[src/rtl/note_sequencer.sv]
// Note source selector for the tone generator: live keys, or (note, duration)
// segments recorded into a small buffer and replayed on a replay edge.
module note_sequencer #(
  parameter int DEPTH    = 32,
  parameter int ADDR_W   = 5,
  parameter int TICK_DIV = 50000,
  parameter int DUR_W    = 12
) (
  input  logic        sys_CLK,
  input  logic        reset,
  input  logic [2:0]  button,
  input  logic        replay,
  input  logic [6:0]  key,
  input  logic        high,
  input  logic        low,
  output logic [4:0]  note,
  output logic        note_on,
  output logic [10:0] light,
  output logic        busy
);

  localparam int PRESC_W = (TICK_DIV > 1) ? $clog2(TICK_DIV) : 1;
  localparam int ENT_W   = 5 + DUR_W;

  typedef enum logic [2:0] {ST_IDLE, ST_LIVE, ST_REC, ST_ARM, ST_PLAY} state_t;

  state_t state, next_state, mode;

  logic [6:0]         key_s;
  logic               high_s, low_s, replay_s, replay_d;
  logic [2:0]         button_s;

  logic [ENT_W-1:0]   mem [DEPTH];
  logic [ADDR_W-1:0]  wr_ptr, wr_ptr_n, rd_ptr, rd_ptr_n;
  logic [ADDR_W:0]    count, count_n;
  logic [PRESC_W-1:0] presc, presc_n;
  logic [DUR_W-1:0]   dur, dur_n, dur_inc, play_cnt, play_cnt_n, cur_dur;
  logic [DUR_W:0]     play_cnt_inc;
  logic [4:0]         seg_note, seg_note_n, live_note, out_note;
  logic [2:0]         live_idx;
  logic [1:0]         live_oct;
  logic [10:0]        light_n;
  logic               tick, replay_edge, entry_done, last_entry, play_start;
  logic               wr_en;
  logic [ENT_W-1:0]   wr_data;

  // Stage S: every board input is registered exactly once
  always_ff @(posedge sys_CLK) begin
    if (reset) begin
      key_s    <= '0;
      high_s   <= 1'b0;
      low_s    <= 1'b0;
      button_s <= '0;
      replay_s <= 1'b0;
      replay_d <= 1'b0;
    end else begin
      key_s    <= key;
      high_s   <= high;
      low_s    <= low;
      button_s <= button;
      replay_s <= replay;
      replay_d <= replay_s;
    end
  end

  always_comb begin
    live_idx = '0;
    for (int i = 6; i >= 0; i--) begin
      if (key_s[i]) live_idx = 3'(i + 1);
    end
    if (high_s && !low_s)      live_oct = 2'b10;
    else if (low_s && !high_s) live_oct = 2'b00;
    else                       live_oct = 2'b01;
    live_note = {live_oct, live_idx};
  end

  always_comb begin
    case (button_s)
      3'b100:  mode = ST_LIVE;
      3'b010:  mode = ST_REC;
      3'b001:  mode = ST_ARM;
      default: mode = ST_IDLE;
    endcase
  end

  always_comb begin
    next_state   = state;
    wr_ptr_n     = wr_ptr;
    rd_ptr_n     = rd_ptr;
    count_n      = count;
    presc_n      = presc;
    dur_n        = dur;
    play_cnt_n   = play_cnt;
    seg_note_n   = seg_note;
    wr_en        = 1'b0;
    wr_data      = '0;
    out_note     = '0;
    light_n      = '0;

    replay_edge  = replay_s && !replay_d;
    tick         = (presc == PRESC_W'(TICK_DIV - 1));
    dur_inc      = (tick && (dur != {DUR_W{1'b1}})) ? dur + DUR_W'(1) : dur;
    cur_dur      = mem[rd_ptr][DUR_W-1:0];
    play_cnt_inc = {1'b0, play_cnt} + (DUR_W + 1)'(1);
    entry_done   = (state == ST_PLAY) && tick && (play_cnt_inc >= {1'b0, cur_dur});
    last_entry   = (({1'b0, rd_ptr} + (ADDR_W + 1)'(1)) == count);
    play_start   = (mode == ST_ARM) && ((state == ST_ARM) || (state == ST_PLAY)) &&
                   replay_edge && (count != '0);

    if (mode != ST_ARM)                              next_state = mode;
    else if (state != ST_ARM && state != ST_PLAY)    next_state = ST_ARM;
    else if (play_start)                             next_state = ST_PLAY;
    else if (entry_done && last_entry)               next_state = ST_ARM;

    // A segment closes when the live note changes or REC is left; the tick
    // landing on the closing edge still belongs to the closing segment.
    if (state == ST_REC) begin
      if ((next_state != ST_REC) || (live_note != seg_note)) begin
        if ((dur_inc != '0) && (count != (ADDR_W + 1)'(DEPTH))) begin
          wr_en    = 1'b1;
          wr_data  = {seg_note, dur_inc};
          wr_ptr_n = wr_ptr + ADDR_W'(1);
          count_n  = count + (ADDR_W + 1)'(1);
        end
        dur_n      = '0;
        presc_n    = '0;
        seg_note_n = live_note;
      end else begin
        dur_n   = dur_inc;
        presc_n = tick ? '0 : presc + PRESC_W'(1);
      end
    end else if (next_state == ST_REC) begin
      wr_ptr_n   = '0;
      count_n    = '0;
      dur_n      = '0;
      presc_n    = '0;
      seg_note_n = live_note;
    end

    if (play_start) begin
      rd_ptr_n   = '0;
      play_cnt_n = '0;
      presc_n    = '0;
    end else if ((state == ST_PLAY) && (next_state == ST_PLAY)) begin
      presc_n = tick ? '0 : presc + PRESC_W'(1);
      if (entry_done) begin
        rd_ptr_n   = rd_ptr + ADDR_W'(1);
        play_cnt_n = '0;
      end else if (tick) begin
        play_cnt_n = play_cnt_inc[DUR_W-1:0];
      end
    end

    if ((next_state != ST_REC) && (next_state != ST_PLAY)) presc_n = '0;

    case (next_state)
      ST_LIVE, ST_REC: out_note = live_note;
      ST_PLAY:         out_note = mem[rd_ptr_n][ENT_W-1 -: 5];
      default:         out_note = '0;
    endcase

    for (int i = 0; i < 7; i++) begin
      light_n[i] = (out_note[2:0] == 3'(i + 1));
    end
    light_n[7]  = (next_state == ST_REC);
    light_n[8]  = (next_state == ST_PLAY);
    light_n[9]  = (count_n == (ADDR_W + 1)'(DEPTH));
    light_n[10] = (next_state == ST_ARM) && (count_n != '0);
  end

  always_ff @(posedge sys_CLK) begin
    if (reset) begin
      state    <= ST_IDLE;
      note     <= '0;
      note_on  <= 1'b0;
      light    <= '0;
      busy     <= 1'b0;
      wr_ptr   <= '0;
      rd_ptr   <= '0;
      count    <= '0;
      presc    <= '0;
      dur      <= '0;
      play_cnt <= '0;
      seg_note <= '0;
    end else begin
      state    <= next_state;
      note     <= out_note;
      note_on  <= (out_note[2:0] != 3'b000);
      light    <= light_n;
      busy     <= (next_state == ST_REC) || (next_state == ST_PLAY);
      wr_ptr   <= wr_ptr_n;
      rd_ptr   <= rd_ptr_n;
      count    <= count_n;
      presc    <= presc_n;
      dur      <= dur_n;
      play_cnt <= play_cnt_n;
      seg_note <= seg_note_n;
    end
  end

  // Buffer contents survive reset; count gates whether they are ever read
  always_ff @(posedge sys_CLK) begin
    if (wr_en && !reset) mem[wr_ptr] <= wr_data;
  end

endmodule

[config.mk]
export PLATFORM = sky130hd
export DESIGN_NAME = note_sequencer
export DESIGN_NICKNAME = d
export VERILOG_FILES = /design/src/rtl/note_sequencer.sv
export SDC_FILE = /design/constraint.sdc
export NUM_CORES = 1
export LEC_CHECK = 0
export BUFFER_PORTS_ARGS = -buffer_cell sky130_fd_sc_hd__buf_2
export CORE_AREA = 2 2 201 282
export CTS_BUF_LIST = sky130_fd_sc_hd__clkbuf_8
export DETAILED_ROUTE_END_ITERATION = 16
export DIE_AREA = 0 0 203 284
export PLACE_DENSITY_LB_ADDON = 0.05
export SLEW_MARGIN = 30
export SYNTH_ARGS = -nofsm -noshare
export SYNTH_HDL_FRONTEND = slang
export SYNTH_SLANG_ARGS = --single-unit
export TNS_END_PERCENT = 20
[constraint.sdc]
create_clock -name sys_CLK -period 8.2 [get_ports sys_CLK]
set_input_delay 1.64 -clock sys_CLK [delete_from_list [all_inputs] [get_ports sys_CLK]]
set_output_delay 1.64 -clock sys_CLK [all_outputs]
set_load 0.05 [all_outputs]
Word-level counts from Yosys, hierarchy flattened. Memory sizes are Yosys's and may differ from the RTL's. A register that Yosys moved wholly into a read port is not among the register bits. Index checks and enable logic that the tools add are counted.

Eq/ne operators: 31. $add $sub $neg: 7. $lt $le $gt $ge: 1. Muxes and demuxes: 49. Reductions and logical operators: 36.

Operator list (count): 2-to-1 mux 16 bit (5); 2-to-1 mux 12 bit (6); 2-to-1 mux 5 bit (11); 2-to-1 mux 17 bit (3); 2-to-1 mux 3 bit (11); == test 3 x 2 -> 1 bit (second input constant) (8); 2-to-1 mux 6 bit (4); == test 3 bit (second input constant) (7); adder 16 x 1 -> 16 bit (second input constant) (1); == test 16 bit (second input constant) (1); logical AND 1 bit (16); adder 12 x 1 -> 13 bit (second input constant) (1); greater-or-equal comparator 13 x 12 -> 1 bit (1); adder 12 x 1 -> 12 bit (second input constant) (1); != test 12 bit (second input constant) (1); nonzero test 12 bit (1); nonzero test 6 bit (2); adder 5 x 1 -> 5 bit (second input constant) (2); one-hot mux 5 bit (2 select lines) (1); == test 3 x 1 -> 1 bit (second input constant) (3); != test 3 x 2 -> 1 bit (second input constant) (3); adder 5 x 1 -> 6 bit (second input constant) (1); adder 6 x 1 -> 6 bit (second input constant) (1); == test 6 bit (1); 16 further kinds (32).

Bits in registers: 96. Memories kept: 1. Bits in writable memories: 544.

Memories: mem (words 32, bits a word 17, read ports 2, clocked after Yosys merged registers in 1, wr ports 1, line 33) `logic [ENT_W-1:0] mem [DEPTH];`.

Depth between registers and ports, before layout.
Depth after elaboration: 16. Depth in mapped cells: 24. Depth with buffers taken out: 18.

Worst setup path before layout. OpenSTA, ideal clock, no wires.

Kind: reg-to-reg. From: reg rd_ptr[0]. To: reg note[3]. Period minus slack after synthesis: 5.953 ns. Cell stages (with the launch flop): 24. Path slack: 2.247 ns. Arrival: 5.831 ns. Cell sequence: dfxtp_1 buf_4 clkbuf_1 clkbuf_1 buf_1 mux4_2 mux4_2 mux2i_1 ha_1 and4_1 and4_1 o2111ai_1 a31o_1 buf_6 o21ai_4 a21oi_4 buf_2 buf_2 mux2i_1 mux2i_1 a22oi_1 nand3_1 and3_1 a221o_1.

Cells in the longest elaborated chain, start to end: 13. Elaborated cells between the ends (all ways): 18.

Ends and longest elaborated chain: start, declared (line 34) `logic [ADDR_W-1:0] wr_ptr, wr_ptr_n, rd_ptr, rd_ptr_n;`; start signal, assigned (line 192) `rd_ptr <= rd_ptr_n;`; adder 5 x 1 -> 6 bit (line 106) `last_entry = (({1'b0, rd_ptr} + (ADDR_W + 1)'(1)) == count);`; == test 6 bit (line 106); logical AND 1 bit (line 113) `else if (entry_done && last_entry) next_state = ST_ARM;`; 2-to-1 mux 3 bit (line 113); 2-to-1 mux 3 bit (line 112) `else if (play_start) next_state = ST_PLAY;`; 2-to-1 mux 3 bit (line 111) `else if (state != ST_ARM && state != ST_PLAY) next_state = ST_ARM;`; 2-to-1 mux 3 bit (line 110) `if (mode != ST_ARM) next_state = mode;`; == test 3 bit (line 144, 156); logical AND 1 bit (line 144) `end else if ((state == ST_PLAY) && (next_state == ST_PLAY)) begin`; 2-to-1 mux 5 bit (line 144); 2-to-1 mux 5 bit (line 140) `if (play_start) begin`; memory (32 x 17 bit); one-hot mux 5 bit (2 select lines) * (line 156) `case (next_state)`; end signal, assigned (line 187) `note <= out_note;`; end, declared (line 16) `output logic [4:0] note,`.

Every way passes the cells marked *; elsewhere a longest branch is shown, timed or not. A chain may end at the register's enable or synchronous reset.

Worst setup path after layout.
From: reg rd_ptr[0]. To: reg note[4].

The elaborated chain is that of the path after synthesis.

==> flow_summary.yaml <==
route:
  dr.pass1.iters: 5
  drt-initial-drc-count: 1433
  avgRoutedWirePerCell_um: 26.6
  vias: 15400
  drcViolationCount: 0
  drtAntennaViolNets: 0
  wl_mm: 69.3
  via_per_inst: 5.92
worst_hold_path:
  hold_class: "reg -> reg"
  hold_end: "replay_d"
  min_path_cells: 2
  hp-start: "replay_s"
sta:
  period_share: 0.820
  rsz0062_at_grt: "false"
  hold_violations: 0
  max_freq_mhz: 149
  relSlewSlack: 0.324
  worst_slew_pin_slew_ns: 1.01
  setup_tns_ns: 0
  finalSetupViolations: 0
  finalWorstPathRequiredPeriod_ns: 6.72
  finalClockSkew_ns: 0.0284
  drv_slew: 0
setup_path:
  cp.arrival_ns: 7.30
  worstSetupStartpoint: "rd_ptr[0]"
  reg2reg_slack_ns: 1.48
  reg2reg_to: "note[4]"
  worstPathMaxFanout: 33
  cp-end-kind: "flop"
  worst_r2r_path_depth: 18
  critPathLaunchType: "flop"
  required_ns: 8.78
  timing.rr.start: "rd_ptr[0]"
  crit_type: "reg -> reg"
die:
  die-area_mm2: 0.0577
  die_w_um: 203
  core_mm2: 0.0550
  rows: 102
  ioPinCount: 33
  die_h_um: 284
  start_util: 0.486
logic_synthesis:
  synth_edf_count: 544
  synth_ff_type: "edfxtp_1"
  syn_nets: 1755
  synthDistinctLibCells: 92
  synth_warnings: 0
  seq_area_frac_synth: 0.683
  syn_area_mm2: 0.0267
  syn_inst: 1717
  ys_ff_latch: 640
  yosysTopAreaCellShare: 0.611
  synth.top_cells.by_area: "edfxtp_1 (61%), mux4_2 (10%), dfxtp_1 (7.2%)"
  async_flop_share: 0
  syn_avg_cell_area_um2: 15.6
  yosysTopAreaCell: "edfxtp_1"
place:
  port_buffers: 32
  hpwl_mm: 41.8
  gp_congestion: 0.834
  placed_cells: 2421
clock_tree:
  post-cts-setup-buffers: 0
  cts.htree.levels: 3
  cts_buffers: 97
  worstSkewPairLatency_ns: 0.70
  clkTransAtPathRegs_ns: 0.07
  ctsResizeCount: 0
  cts_hold_buf: 0
  cts_tree: "built"
  cts.sinks: 640
  cts_root_buffer: "clkbuf_8"
  max-clock-path-buffers: 3
pwr:
  netSwitchingFraction: 0.216
  power.density_mw_per_mm2: 202
  p_switching_uw: 1300
  max-vdd-ir-drop_mv: 0.123
  p_leak_uw: 0.00928
  seq_power_share: 0.582
  power.internal_uw: 4710
  combPwrFrac: 0.012
  pwr-share-clk: 0.407
global_routing:
  grt_usage: 0.244
  grt_max_degree: 37
  grt_pass1_wl_mm: 102
  gr-total-overflow: 0
  antenna_found_initial: 2
  grt_pass1_vias: 15800
job:
  maxCapViolations: 0
final_layout:
  layout.nets: 1830
  final_cell_mix: "edfxtp_1 (544), nand2_1 (121), mux4_2 (120)"
  stdcell_count: 2604
  drive_above_1_share: 0.220
  multi_input_area_mm2: 0.00829
  final_common_cell: "edfxtp_1"
  final-seq-area_mm2: 0.0183
  nFillCells: 4476
  syn2layout_area_growth_pct: 11.4
outcome:
  outcome: "complete, no violations"
-- power groups by stage --
stage / combinational, uW / clock [uW] / sequential, uW
3_3_place_gp: 68.7 / 0 / 3560
6_report: 69.6 / 2450 / 3500
5_1_grt: 75.2 / 2630 / 3490
4_1_cts: 69.9 / 2510 / 3500
2_1_floorplan: 40.0 / 0 / 3570
3_5_place_dp: 69.6 / 0 / 3560
-- Yosys cell counts, drive strengths merged, types with 6 or more instances --
cell     number
edfxtp      544
nor2        158
nand2       122
mux4        120
dfxtp        96
a21oi        70
nand3        54
clkbuf       52
mux2i        40
buf          39
o21ai        28
nor2b        27
xnor2        26
nor3         25
ha           23
xor2         23
a22oi        21
inv          21
a211oi       19
a31oi        18
nand4        17
and2         16
and3         14
nor3b        13
nor4         12
a2111oi      10
a21o         10
nand2b       10
a32oi         6
nand3b        6
or2           6
-- through the flow --
stage / area, um^2 / power (uW) / util / hold slack [ns] / worst slack, ns
2_1_floorplan: 26700 / 3610 / - / 0.439 / 2.25
3_3_place_gp: 28000 / 3630 / 0.508 / 0.479 / 1.58
3_5_place_dp: 28000 / 3630 / 0.509 / 0.468 / 1.50
4_1_cts: 29800 / 6070 / 0.542 / 0.491 / 1.49
5_1_grt: 29800 / 6200 / 0.542 / 0.520 / 1.06
6_report: 29800 / 6010 / 0.542 / 0.500 / 1.48
-- state kept, by name (all words and copies together), names as in the netlist --
signal    flops
rd_ptr        5
low_s         1
high_s        1
note_on       1
presc        16
key_s         7
count         6
light        11
busy          1
note          5
mem         544
replay_d      1
replay_s      1
play_cnt     12
wr_ptr        5
state         3
dur          12
button_s      3
seg_note      5
-- kinds of logic after synthesis --
| kind of cell | count (synthesis) | share of synthesized area |
|---|---|---|
| simple gates | 502 | 0.0946 |
| fa+ha+maj | 23 | 0.0108 |
| flops | 640 | 0.683 |
| compound gates | 229 | 0.0601 |
| buf+inv | 112 | 0.0186 |
| mux | 162 | 0.117 |
| xor+xnor | 49 | 0.0163 |
-- critical path, stage by stage, from the launching register on --
cell and delay (ns):
dfxtp_4 0.80, buf_4 0.49, mux4_2 0.55, mux4_2 0.47, mux2i_1 0.28, ha_1 0.29
and3_1 0.18, and4_1 0.19, o2111ai_1 0.26, a31o_1 0.52, o21ai_4 0.18, a21oi_4 0.77
buf_4 0.38, mux2i_1 0.26, mux2i_1 0.12, a22oi_1 0.20, nand3_1 0.14, and3_1 0.20
a221o_1 0.25
-- how the worst max path moves through the flow --
stage,endpoint,slack (ns),cells after the start
global route,light[3],1.06,18
detailed placement,note[4],1.50,18
floorplan,note[3],2.25,23
finish,note[4],1.48,18
global placement,note[4],1.58,18
CTS,note[4],1.49,18
-- layout make-up --
type / instances / share of cell area
clock inverters: 79 / 0.0126
diodes: 1 / 0.0000840
flip-flops and latches: 640 / 0.613
repair buffers: 67 / 0.0153
well taps: 728 / 0.0306
multi-input cells: 965 / 0.278
clock buffers: 103 / 0.0476
inverters: 21 / 0.00265
-- routing by layer --
metal  GRT usage  vias to the layer above  share of wire
li1            -                     6882              -
met1       0.289                     7926           0.39
met2       0.439                      442           0.53
met3      0.0328                      154          0.041
met4       0.112                        0          0.042
met5           0                        -              0
Power figures use the tool's default switching activity.
